[src/rtl/wb_port_arbiter_pkg.sv]
// Shared writeback-arbiter types: scoreboard id width, completion payload
// struct and the modular age helper also used by the scoreboard.
package wb_port_arbiter_pkg;

    localparam int SCOREBOARD_SIZE_WIDTH = 4;
    localparam int SID_W                 = SCOREBOARD_SIZE_WIDTH + 1;

    typedef logic [SID_W-1:0] sid_t;

    typedef struct packed {
        logic [4:0]  rd;
        logic [63:0] value;
        logic        redirect;
        logic [63:0] redirect_pc;
        sid_t        sid;
    } wb_req_t;

    // Distance from the scoreboard head; the wrap bit makes plain
    // subtraction order ids correctly across the wrap point.
    function automatic sid_t age(input sid_t s, input sid_t head);
        return s - head;
    endfunction

endpackage

[src/rtl/wb_port_arbiter_if.sv]
// Completion-port and writeback-slot bundle between the functional units,
// the writeback stage and wb_port_arbiter.
interface wb_port_arbiter_if #(
    parameter int NUM_REQ = 4,
    parameter int SID_W   = wb_port_arbiter_pkg::SID_W
);

    logic [NUM_REQ-1:0]             req_valid_i;
    logic [NUM_REQ-1:0][4:0]        req_rd_i;
    logic [NUM_REQ-1:0][63:0]       req_value_i;
    logic [NUM_REQ-1:0]             req_redirect_i;
    logic [NUM_REQ-1:0][63:0]       req_redirect_pc_i;
    logic [NUM_REQ-1:0][SID_W-1:0]  req_sid_i;
    logic [NUM_REQ-1:0]             req_ready_o;

    logic [SID_W-1:0]               head_sid_i;
    logic                           stall_i;
    logic                           flush_i;
    logic [SID_W-1:0]               flush_sid_i;

    logic                           slot0_valid_o;
    logic [4:0]                     slot0_rd_o;
    logic [63:0]                    slot0_value_o;
    logic                           slot0_redirect_o;
    logic [63:0]                    slot0_redirect_pc_o;
    logic [SID_W-1:0]               slot0_sid_o;

    logic                           slot1_valid_o;
    logic [4:0]                     slot1_rd_o;
    logic [63:0]                    slot1_value_o;
    logic                           slot1_redirect_o;
    logic [63:0]                    slot1_redirect_pc_o;
    logic [SID_W-1:0]               slot1_sid_o;

    // Environment side: functional units plus writeback/scoreboard control.
    modport master (
        output req_valid_i, req_rd_i, req_value_i, req_redirect_i,
               req_redirect_pc_i, req_sid_i, head_sid_i, stall_i,
               flush_i, flush_sid_i,
        input  req_ready_o,
               slot0_valid_o, slot0_rd_o, slot0_value_o, slot0_redirect_o,
               slot0_redirect_pc_o, slot0_sid_o,
               slot1_valid_o, slot1_rd_o, slot1_value_o, slot1_redirect_o,
               slot1_redirect_pc_o, slot1_sid_o
    );

    // Arbiter side.
    modport slave (
        input  req_valid_i, req_rd_i, req_value_i, req_redirect_i,
               req_redirect_pc_i, req_sid_i, head_sid_i, stall_i,
               flush_i, flush_sid_i,
        output req_ready_o,
               slot0_valid_o, slot0_rd_o, slot0_value_o, slot0_redirect_o,
               slot0_redirect_pc_o, slot0_sid_o,
               slot1_valid_o, slot1_rd_o, slot1_value_o, slot1_redirect_o,
               slot1_redirect_pc_o, slot1_sid_o
    );

endinterface

[src/rtl/wb_port_arbiter_age_picker.sv]
// Oldest-valid selector: one-hot grant of the valid requester with the
// smallest age relative to head; ties resolve to the lower index.
module wb_age_picker #(
    parameter int NUM_REQ = 4,
    parameter int SID_W   = 5
) (
    input  logic [NUM_REQ-1:0]             valid,
    input  logic [NUM_REQ-1:0][SID_W-1:0]  sid,
    input  logic [SID_W-1:0]               head,
    output logic [NUM_REQ-1:0]             grant,
    output logic                           found
);

    logic [SID_W-1:0] best_age;
    logic [SID_W-1:0] cand_age;

    // NOTE: every variable driven here gets a default first so no path
    // leaves it unassigned, which would otherwise infer a latch.
    always_comb begin
        grant    = '0;
        found    = 1'b0;
        best_age = '0;
        cand_age = '0;
        for (int k = 0; k < NUM_REQ; k++) begin
            cand_age = sid[k] - head;
            // Strict compare keeps the earlier (lower-index) winner on ties.
            if (valid[k] && (!found || cand_age < best_age)) begin
                grant    = '0;
                grant[k] = 1'b1;
                found    = 1'b1;
                best_age = cand_age;
            end
        end
    end

endmodule

[src/rtl/wb_port_arbiter.sv]
// Oldest-first arbiter sharing the two writeback slots among NUM_REQ
// completion ports, with stall hold and redirect-flush pruning.
module wb_port_arbiter
    import wb_port_arbiter_pkg::*;
#(
    parameter int NUM_REQ = 4
) (
    input  logic           clk,
    input  logic           rst_n,
    wb_port_arbiter_if.slave bus
);

    wb_req_t              req [NUM_REQ];
    logic [NUM_REQ-1:0]   grant_a;
    logic [NUM_REQ-1:0]   grant_b;
    logic [NUM_REQ-1:0]   grant_b_eff;
    logic                 found_a;
    logic                 found_b;
    wb_req_t              a_req;
    wb_req_t              b_req;

    wb_req_t              slot0_q;
    wb_req_t              slot1_q;
    logic                 slot0_valid_q;
    logic                 slot1_valid_q;

    logic                 advance;
    logic                 accept;
    logic                 take_b;
    sid_t                 flush_age;
    logic                 kill0;
    logic                 kill1;

    always_comb begin
        for (int k = 0; k < NUM_REQ; k++) begin
            req[k].rd          = bus.req_rd_i[k];
            req[k].value       = bus.req_value_i[k];
            req[k].redirect    = bus.req_redirect_i[k];
            req[k].redirect_pc = bus.req_redirect_pc_i[k];
            req[k].sid         = bus.req_sid_i[k];
        end
    end

    wb_age_picker #(.NUM_REQ(NUM_REQ), .SID_W(SID_W)) u_pick_a (
        .valid (bus.req_valid_i),
        .sid   (bus.req_sid_i),
        .head  (bus.head_sid_i),
        .grant (grant_a),
        .found (found_a)
    );

    wb_age_picker #(.NUM_REQ(NUM_REQ), .SID_W(SID_W)) u_pick_b (
        .valid (bus.req_valid_i & ~grant_a),
        .sid   (bus.req_sid_i),
        .head  (bus.head_sid_i),
        .grant (grant_b),
        .found (found_b)
    );

    // One-hot payload muxes; no grant yields an all-zero payload.
    always_comb begin
        a_req = '0;
        b_req = '0;
        for (int k = 0; k < NUM_REQ; k++) begin
            if (grant_a[k]) a_req = req[k];
            if (grant_b[k]) b_req = req[k];
        end
    end

    // A redirect on either pick must travel alone, in slot0.
    assign take_b      = found_b && !a_req.redirect && !b_req.redirect;
    assign grant_b_eff = take_b ? grant_b : '0;

    assign advance = !bus.stall_i || !slot0_valid_q;
    assign accept  = advance && !bus.flush_i;

    assign bus.req_ready_o = (accept && rst_n) ? (grant_a | grant_b_eff) : '0;

    assign flush_age = age(bus.flush_sid_i, bus.head_sid_i);
    assign kill0     = slot0_valid_q && (age(slot0_q.sid, bus.head_sid_i) > flush_age);
    assign kill1     = slot1_valid_q && (age(slot1_q.sid, bus.head_sid_i) > flush_age);

    // NOTE: payload registers are reset too, so the slot outputs read as
    // zero after reset rather than leaking stale data.
    always_ff @(posedge clk or negedge rst_n) begin
        if (!rst_n) begin
            slot0_q       <= '0;
            slot1_q       <= '0;
            slot0_valid_q <= 1'b0;
            slot1_valid_q <= 1'b0;
        end else if (bus.flush_i && !advance) begin
            // Stalled flush: prune younger slots in place, compacting into slot0.
            if (kill0 && slot1_valid_q && !kill1) begin
                slot0_q          <= slot1_q;
                slot0_valid_q    <= 1'b1;
                slot1_valid_q    <= 1'b0;
                slot1_q.redirect <= 1'b0;
            end else begin
                if (kill0) begin
                    slot0_valid_q    <= 1'b0;
                    slot0_q.redirect <= 1'b0;
                end
                if (kill1) begin
                    slot1_valid_q    <= 1'b0;
                    slot1_q.redirect <= 1'b0;
                end
            end
        end else if (advance) begin
            // NOTE: state registers use non-blocking assignments so every
            // register samples the pre-edge values of its neighbours.
            slot0_valid_q <= accept && found_a;
            slot0_q       <= (accept && found_a) ? a_req : '0;
            slot1_valid_q <= accept && take_b;
            slot1_q       <= (accept && take_b) ? b_req : '0;
        end
    end

    assign bus.slot0_valid_o       = slot0_valid_q;
    assign bus.slot0_rd_o          = slot0_q.rd;
    assign bus.slot0_value_o       = slot0_q.value;
    assign bus.slot0_redirect_o    = slot0_q.redirect;
    assign bus.slot0_redirect_pc_o = slot0_q.redirect_pc;
    assign bus.slot0_sid_o         = slot0_q.sid;

    assign bus.slot1_valid_o       = slot1_valid_q;
    assign bus.slot1_rd_o          = slot1_q.rd;
    assign bus.slot1_value_o       = slot1_q.value;
    assign bus.slot1_redirect_o    = slot1_q.redirect;
    assign bus.slot1_redirect_pc_o = slot1_q.redirect_pc;
    assign bus.slot1_sid_o         = slot1_q.sid;

endmodule

[src/flat_wrapper.sv]
// flat-port wrapper written by rule: the top's interface ports become plain ports
module wb_port_arbiter_flat import wb_port_arbiter_pkg::*;
#(
    parameter int NUM_REQ = 4
)
  (clk, rst_n, bus_req_valid_i, bus_req_rd_i, bus_req_value_i, bus_req_redirect_i, bus_req_redirect_pc_i, bus_req_sid_i, bus_head_sid_i, bus_stall_i, bus_flush_i, bus_flush_sid_i, bus_req_ready_o, bus_slot0_valid_o, bus_slot0_rd_o, bus_slot0_value_o, bus_slot0_redirect_o, bus_slot0_redirect_pc_o, bus_slot0_sid_o, bus_slot1_valid_o, bus_slot1_rd_o, bus_slot1_value_o, bus_slot1_redirect_o, bus_slot1_redirect_pc_o, bus_slot1_sid_o);
  wb_port_arbiter_if #(.NUM_REQ(NUM_REQ), .SID_W(5)) bus_i ();
  input  logic clk;
  input  logic rst_n;
  input wire logic [$bits(bus_i.req_valid_i)-1:0] bus_req_valid_i;
  input wire logic [$bits(bus_i.req_rd_i)-1:0] bus_req_rd_i;
  input wire logic [$bits(bus_i.req_value_i)-1:0] bus_req_value_i;
  input wire logic [$bits(bus_i.req_redirect_i)-1:0] bus_req_redirect_i;
  input wire logic [$bits(bus_i.req_redirect_pc_i)-1:0] bus_req_redirect_pc_i;
  input wire logic [$bits(bus_i.req_sid_i)-1:0] bus_req_sid_i;
  input wire logic [$bits(bus_i.head_sid_i)-1:0] bus_head_sid_i;
  input wire logic [$bits(bus_i.stall_i)-1:0] bus_stall_i;
  input wire logic [$bits(bus_i.flush_i)-1:0] bus_flush_i;
  input wire logic [$bits(bus_i.flush_sid_i)-1:0] bus_flush_sid_i;
  output wire logic [$bits(bus_i.req_ready_o)-1:0] bus_req_ready_o;
  output wire logic [$bits(bus_i.slot0_valid_o)-1:0] bus_slot0_valid_o;
  output wire logic [$bits(bus_i.slot0_rd_o)-1:0] bus_slot0_rd_o;
  output wire logic [$bits(bus_i.slot0_value_o)-1:0] bus_slot0_value_o;
  output wire logic [$bits(bus_i.slot0_redirect_o)-1:0] bus_slot0_redirect_o;
  output wire logic [$bits(bus_i.slot0_redirect_pc_o)-1:0] bus_slot0_redirect_pc_o;
  output wire logic [$bits(bus_i.slot0_sid_o)-1:0] bus_slot0_sid_o;
  output wire logic [$bits(bus_i.slot1_valid_o)-1:0] bus_slot1_valid_o;
  output wire logic [$bits(bus_i.slot1_rd_o)-1:0] bus_slot1_rd_o;
  output wire logic [$bits(bus_i.slot1_value_o)-1:0] bus_slot1_value_o;
  output wire logic [$bits(bus_i.slot1_redirect_o)-1:0] bus_slot1_redirect_o;
  output wire logic [$bits(bus_i.slot1_redirect_pc_o)-1:0] bus_slot1_redirect_pc_o;
  output wire logic [$bits(bus_i.slot1_sid_o)-1:0] bus_slot1_sid_o;
  assign bus_i.req_valid_i = bus_req_valid_i;
  assign bus_i.req_rd_i = bus_req_rd_i;
  assign bus_i.req_value_i = bus_req_value_i;
  assign bus_i.req_redirect_i = bus_req_redirect_i;
  assign bus_i.req_redirect_pc_i = bus_req_redirect_pc_i;
  assign bus_i.req_sid_i = bus_req_sid_i;
  assign bus_i.head_sid_i = bus_head_sid_i;
  assign bus_i.stall_i = bus_stall_i;
  assign bus_i.flush_i = bus_flush_i;
  assign bus_i.flush_sid_i = bus_flush_sid_i;
  assign bus_req_ready_o = bus_i.req_ready_o;
  assign bus_slot0_valid_o = bus_i.slot0_valid_o;
  assign bus_slot0_rd_o = bus_i.slot0_rd_o;
  assign bus_slot0_value_o = bus_i.slot0_value_o;
  assign bus_slot0_redirect_o = bus_i.slot0_redirect_o;
  assign bus_slot0_redirect_pc_o = bus_i.slot0_redirect_pc_o;
  assign bus_slot0_sid_o = bus_i.slot0_sid_o;
  assign bus_slot1_valid_o = bus_i.slot1_valid_o;
  assign bus_slot1_rd_o = bus_i.slot1_rd_o;
  assign bus_slot1_value_o = bus_i.slot1_value_o;
  assign bus_slot1_redirect_o = bus_i.slot1_redirect_o;
  assign bus_slot1_redirect_pc_o = bus_i.slot1_redirect_pc_o;
  assign bus_slot1_sid_o = bus_i.slot1_sid_o;
  wb_port_arbiter #(.NUM_REQ(NUM_REQ)) u_core (.clk(clk), .rst_n(rst_n), .bus(bus_i));
endmodule
[config.mk]
export PLATFORM = sky130hd
export DESIGN_NAME = wb_port_arbiter_flat
export DESIGN_NICKNAME = d
export VERILOG_FILES = /design/src/rtl/wb_port_arbiter_pkg.sv /design/src/rtl/wb_port_arbiter_if.sv /design/src/rtl/wb_port_arbiter_age_picker.sv /design/src/rtl/wb_port_arbiter.sv /design/src/flat_wrapper.sv
export SDC_FILE = /design/constraint.sdc
export NUM_CORES = 1
export LEC_CHECK = 0
export ABC_AREA = 1
export BUFFER_PORTS_ARGS = -buffer_cell sky130_fd_sc_hd__buf_4
export CAP_MARGIN = 40
export CORE_AREA = 2 2 332 334
export DETAILED_ROUTE_END_ITERATION = 10
export DIE_AREA = 0 0 334 336
export PLACE_DENSITY_LB_ADDON = 0.15
export SLEW_MARGIN = 20
export SYNTH_ARGS = -nofsm -noshare
export SYNTH_HDL_FRONTEND = slang
export SYNTH_SLANG_ARGS = --single-unit
[constraint.sdc]
create_clock -name clk -period 37.3 [get_ports clk]
set_input_delay 5.595 -clock clk [delete_from_list [all_inputs] [get_ports clk]]
set_output_delay 5.595 -clock clk [all_outputs]
set_load 0.005 [all_outputs]
# Word-level counts from Yosys, hierarchy flattened
# Cells that the tools add are included.
totals:
  ff_bits: 280
  elab_cells: 125
classes:
  add_sub_neg: 7
  order_cmp: 8
  eq_ne: 3
  muxes: 49
  n_bitwise: 4
  n_reduce_logical: 42
ops:
  columns: ["op", "count"]
  rows:
  - ["139-bit two-way mux", 12]
  - ["69-bit two-way mux", 2]
  - ["70-bit two-way mux", 1]
  - ["5-bit subtractor", 7]
  - ["5-bit less-than comparator", 6]
  - ["5-bit two-way mux", 6]
  - ["4-bit two-way mux", 6]
  - ["1-bit two-way mux", 20]
  - ["1-bit logical AND", 17]
  - ["1-bit logical NOT", 13]
  - ["5-bit greater-than comparator", 2]
  - ["2-bit AND reduction", 4]
  - ["1-bit logical OR", 7]
  - ["3-bit by 2-bit != test with 1-bit output (second input constant)", 2]
  - ["4-bit bitwise AND", 1]
  - ["2-bit two-way mux", 2]
  - ["4-bit NOT", 1]
  - ["4-bit bitwise OR", 1]
  - ["2-bit != test (second input constant)", 1]
  - ["2-bit nonzero test", 1]
  - ["1-bit NOT", 1]

# Logic depth before layout (Yosys ltp)
logic_depth:
  depth_word: 39
  depth_mapped: 79
  ltp_nobuf: 73

# Modules after synthesis
# Synthesis repeated with hierarchy kept, for this count alone.
unflattened:
  hier_cells: 3201
  area_unflattened_um2: 22415.2
modules_own_cells:
  columns: ["mod", "instances", "cells_per_inst", "area_each_um2", "seq_area_each_um2"]
  rows:
  - ["wb_port_arbiter", 1, 2877, 20238.2, 7006.7]
  - ["wb_age_picker", 2, 162, 1088.5, 0.0]

# Least setup slack after synthesis
# OpenSTA, ideal clock, no wires.
synth_timing:
  path_type: "input to output"
  start: "in bus_head_sid_i[1]"
  end: "out bus_req_ready_o[2]"
  t_arrival_ps: 14235
  required_ps: 31705
  setup_slack_ps: 17470
  cell_stages: 72
  path_cell_list: "inv_1 > fa_1 > nand2_1 > nand2_1 > a21oi_1 > or2_2 > nand3_1 > ha_1 > nand2_1 > inv_1 > nand2_1 > nand3_1 > nand2_2 > nand2_4 > o21ai_0 > ha_1 > a21oi_1 > nor2_1 > [... 36 more ...] > nand2_2 > clkbuf_1 > nand2_1 > o21ai_0 > ha_1 > a21oi_1 > nor2_1 > a211oi_1 > nand2_1 > nand2_1 > nand2_1 > buf_4 > nand2_2 > buf_2 > buf_4 > inv_1 > nand3_1 > a21oi_1"
synth_between:
  elab_chain_len: 38
  elab_cells_between_ends: 63
  classes_between: "add/sub: 4; order compare: 6; mux: 29; bitwise: 3; reduce/logical: 21"
synth_lines:
  columns: ["item", "line", "text"]
  rows:
  - ["start: declaration", "flat_wrapper.sv:16", "input wire logic [$bits(bus_i.head_sid_i)-1:0] bus_head_sid_i;"]
  - ["5-bit subtractor", "wb_port_arbiter_age_picker.sv:25", "cand_age = sid[k] - head;"]
  - ["5-bit two-way mux", "wb_port_arbiter_age_picker.sv:27", "if (valid[k] && (!found || cand_age < best_age)) begin"]
  - ["5-bit less-than comparator", "wb_port_arbiter_age_picker.sv:27", null]
  - ["1-bit logical OR", "wb_port_arbiter_age_picker.sv:27", null]
  - ["1-bit logical AND", "wb_port_arbiter_age_picker.sv:27", null]
  - ["5-bit two-way mux / 1-bit two-way mux (equally long branches)", "wb_port_arbiter_age_picker.sv:27", null]
  - ["5-bit less-than comparator / 1-bit logical NOT (equally long branches)", "wb_port_arbiter_age_picker.sv:27", null]
  - ["1-bit logical OR", "wb_port_arbiter_age_picker.sv:27", null]
  - ["[... 19 more ...]", null, null]
  - ["1-bit logical AND", "wb_port_arbiter_age_picker.sv:27", null]
  - ["4-bit two-way mux", "wb_port_arbiter_age_picker.sv:27", null]
  - ["139-bit two-way mux (4 in a row)", "wb_port_arbiter.sv:66", "if (grant_b[k]) b_req = req[k];"]
  - ["1-bit logical NOT", "wb_port_arbiter.sv:71", "assign take_b = found_b && !a_req.redirect && !b_req.redirect;"]
  - ["1-bit logical AND", "wb_port_arbiter.sv:71", null]
  - ["4-bit two-way mux", "wb_port_arbiter.sv:72", "assign grant_b_eff = take_b ? grant_b : '0;"]
  - ["4-bit bitwise OR *", "wb_port_arbiter.sv:77", "assign bus.req_ready_o = (accept && rst_n) ? (grant_a | grant_b_eff) : '0;"]
  - ["4-bit two-way mux *", "wb_port_arbiter.sv:77", null]
  - ["end: declaration", "flat_wrapper.sv:20", "output wire logic [$bits(bus_i.req_ready_o)-1:0] bus_req_ready_o;"]
# Every way passes the cells marked *; elsewhere a longest branch is shown, timed or not.

# Worst setup path after layout
layout_timing:
  start: "in bus_head_sid_i[1]"
  end: "out bus_req_ready_o[1]"
# Same word-level chain as after synthesis.

==> results.md <==
- Run status: finished clean
- CP required: 31.70 ns
- Worst Tran Pin Value: 1.16 ns
- Hold-fix buffers, CTS: 0
- Reg power frac: 23.3%
- Syn avg cell area: 6.69 um2
- Crit Reg-Reg Startpoint: u_core.bus.slot0_sid_o[0]
- Global route overflow: 0
- Via count: 26,958
- Register bit count reported by yosys: 280
- Syn Nets: 3,944
- Crit path to: bus_req_ready_o[1]
- Slew HR: 22.8%
- Post-synth top area share: 31.7%
- Reg clk slew, reported paths: 0.06 ns
- Slew Viols, Final: 0
- Fmax: 41.4 MHz
- RSZ-0062 raised after global routing: no
- Synth Flop Type: dfrtp_1
- TNS Setup: 0 ns
- Post-CTS sizing: 0
- Largest net degree at the start of global routing: 200
- Pre-CTS setup slack: 13.07 ns
- R2r setup slk: 32.25 ns
- Post-DP HPWL: 93,400 um
- Netlist cell types: 35
- Storage element area: 7010 um2
- Final Hold Vio Count: 0
- Arrival @ worst endpoint: 18.54 ns
- Area Growth Syn to Fin: 42.1%
- Die Y: 336 um
- Most frequent cell after synthesis: nand2_1
- Critical path's largest stage delay: 0.68 ns
- Initial DRC count: 2,053
- Combinational cell fraction of total power: 56.3%
- Placer congestion estimate: 0.832
- Net Sw Frac: 47.1%
- Post-synthesis sequential area ratio: 31.7%
- CP Max Fanout: 96
- GRT Util Overall: 23.0%
- Commonest cells post-synth: nand2_1, nand3_1, nor2_1
- # port buffers: 857
- Number of clock buffers inserted by TritonCTS: 42
- # clock sinks: 280
- Final hold slack: 0.510 ns
- Area of the multi-input gates: 13,700 um2
- Die X: 334 um
- Slowest CP cell: buf_4
- Clock power frac: 20.4%
- Critical path's top delay family: simple AND/OR/NAND/NOR gates
- Rows: 121
- CTS H-tree depth: 2
- Maximum VDD drop: 0.0000439 V
- Fill cells: 11,997
- Placed cell area: 29,900 um2
- DRC violations left: 0
- First-pass GRT wire length: 192,000 um
- Post-Syn Area: 22,100 um2
- Sw power: 0.968 mW
- TritonCTS clock tree: built
- Fin area: 31,400 um2
- Hold Path Class: register to register
- Crit. path cell count: 68
- Worst Setup Slack, final: 13.17 ns
- Initial antenna violation count: 35
- RR Endpoint: u_core.bus.slot0_redirect_pc_o[4]
- Clk_skew: 0.0142 ns
- Setup crit end kind: output port
- Min Tclk post-route: 24.13 ns
- Avg WL per Cell: 24.8 um
- Final nets: 4,610
- Largest cells by area after synthesis: dfrtp_1, nand2_1, nand3_1, a221oi_1, nor2_1
- Pwr Density: 65.5 nW/um2
- Post-synth EDFFs: 0
- Mapped Cells: 3,302
- Worst setup path startpoint: bus_head_sid_i[1]
- Max Root-Sink Buffers: 3
- Internal power: 1.09 mW
- Postcts setup bufs: 0
- Drt total wl: 134,000 um
- WS Path Type: input pin to output port
- R2R depth: 20
- Die area: 112,000 um2
- Finish-stage setup viols: 0
- Buf+Inv Stages, Crit Path: 11
- FFs w/ async S/R, synth: 100%
- Yosys warning count: 0
- Core Area: 108,000 um2
- P_leak: 15.2 nW
- Largest area contributor in the netlist: dfrtp_1
- Clk Latency, worst-skew pair: 0.59 ns
- Via density: 4.97
- Most used cell, CP: nand2_1
- I/O pin count: 858
- Share of cells above drive strength 1: 27.9%
- Crit start category: input pin
- Max cap viols: 0
- Initial Util: 20.4%
- Routed Antenna Nets: 0
- Fin crit share: 64.7%
- DRT Pass-1 Iters: 7
- CTS root buf: clkbuf_16
- Vias in the first global route: 26,596
-- stage by stage --
| step | power [mW] | utilization (%) | cells |
|---|---|---|---|
| 2_1_floorplan | 1.09 | - | 3302 |
| 3_3_place_gp | 1.63 | 27.2 | 5321 |
| 3_5_place_dp | 1.64 | 27.6 | 5334 |
| 4_1_cts | 2.08 | 28.8 | 5407 |
| 5_1_grt | 2.21 | 28.9 | 5417 |
| 6_report | 2.05 | 28.9 | 5420 |
-- cell families after synthesis --
kind of cell,share of synthesized area (%)
fa+ha+maj,4.09
simple gates,38.0
compound gates,18.7
buf+inv,6.43
xor+xnor,1.03
flops,31.7
-- cells in the final DEF, fill, tap and decap left out, types with 6 or more instances in the layout --
cell type and count:
nand3_1 451, a221oi_1 138, diode_2 9, fa_1 7
or2_2 117, clkbuf_1 11, o21ai_0 158, inv_6 6
or2_0 23, buf_16 13, xor2_1 18, dfrtp_1 280
buf_12 8, ha_1 61, a21oi_1 28, nand2_1 1059
o211ai_1 138, clkbuf_16 43, xnor2_1 8, clkbuf_8 7
inv_1 49, buf_4 887, nor2_1 296, a31oi_1 139
-- layer usage --
metal / up-vias / wire (um) / GRT usage, %
met2: 1099 / 63200 / 38.1
met3: 202 / 11600 / 6.96
met4: 50 / 3390 / 6.38
met5: - / 333 / 0
met1: 12877 / 55900 / 28.7
li1: 12730 / - / -
-- power by group through the flow --
stage / clock, mW / combinational [mW] / sequential, mW
after floorplan: 0 / 0.623 / 0.469
after global placement: 0 / 1.14 / 0.483
after detailed placement: 0 / 1.16 / 0.483
after CTS: 0.435 / 1.16 / 0.480
after global routing: 0.444 / 1.28 / 0.491
final: 0.419 / 1.16 / 0.479
-- sequential cells by signal, indices dropped and copies added, names as in the netlist --
name,flops
u_core.bus.slot0_redirect_pc_o,64
u_core.bus.slot0_value_o,64
u_core.bus.slot1_redirect_pc_o,64
u_core.bus.slot1_value_o,64
u_core.bus.slot0_rd_o,5
u_core.bus.slot0_sid_o,5
u_core.bus.slot1_rd_o,5
u_core.bus.slot1_sid_o,5
u_core.bus.slot0_redirect_o,1
u_core.bus.slot0_valid_o,1
u_core.bus.slot1_redirect_o,1
u_core.bus.slot1_valid_o,1
-- worst min path at each step --
stage	cells past startpoint	from	end	slack [ns]
2_1_floorplan	2	u_core.bus.slot1_rd_o[0]	u_core.bus.slot1_rd_o[0]	0.49
3_3_place_gp	2	u_core.bus.slot1_redirect_pc_o[27]	u_core.bus.slot1_redirect_pc_o[27]	0.49
3_5_place_dp	2	u_core.bus.slot1_redirect_pc_o[43]	u_core.bus.slot1_redirect_pc_o[43]	0.49
4_1_cts	2	u_core.bus.slot1_redirect_pc_o[27]	u_core.bus.slot1_redirect_pc_o[27]	0.51
5_1_grt	2	u_core.bus.slot1_redirect_pc_o[35]	u_core.bus.slot1_redirect_pc_o[35]	0.52
6_report	2	u_core.bus.slot1_redirect_pc_o[43]	u_core.bus.slot1_redirect_pc_o[43]	0.51
-- area by class of cell --
type                    instances  area share [%]
diodes                          9          0.0718
clock buffers                  61            3.87
clock inverters                12           0.551
inverters                      56           0.738
multi-input cells            2678            43.8
flip-flops and latches        280            22.3
well taps                    1414            5.64
repair buffers                910            22.9
-- tightest hold or removal path, stage by stage, from the launching register on --
cell and delay, ns:
dfrtp_1 0.36, nand2_1 0.06, nand2_1 0.06
(Power assumes the default switching activity.)
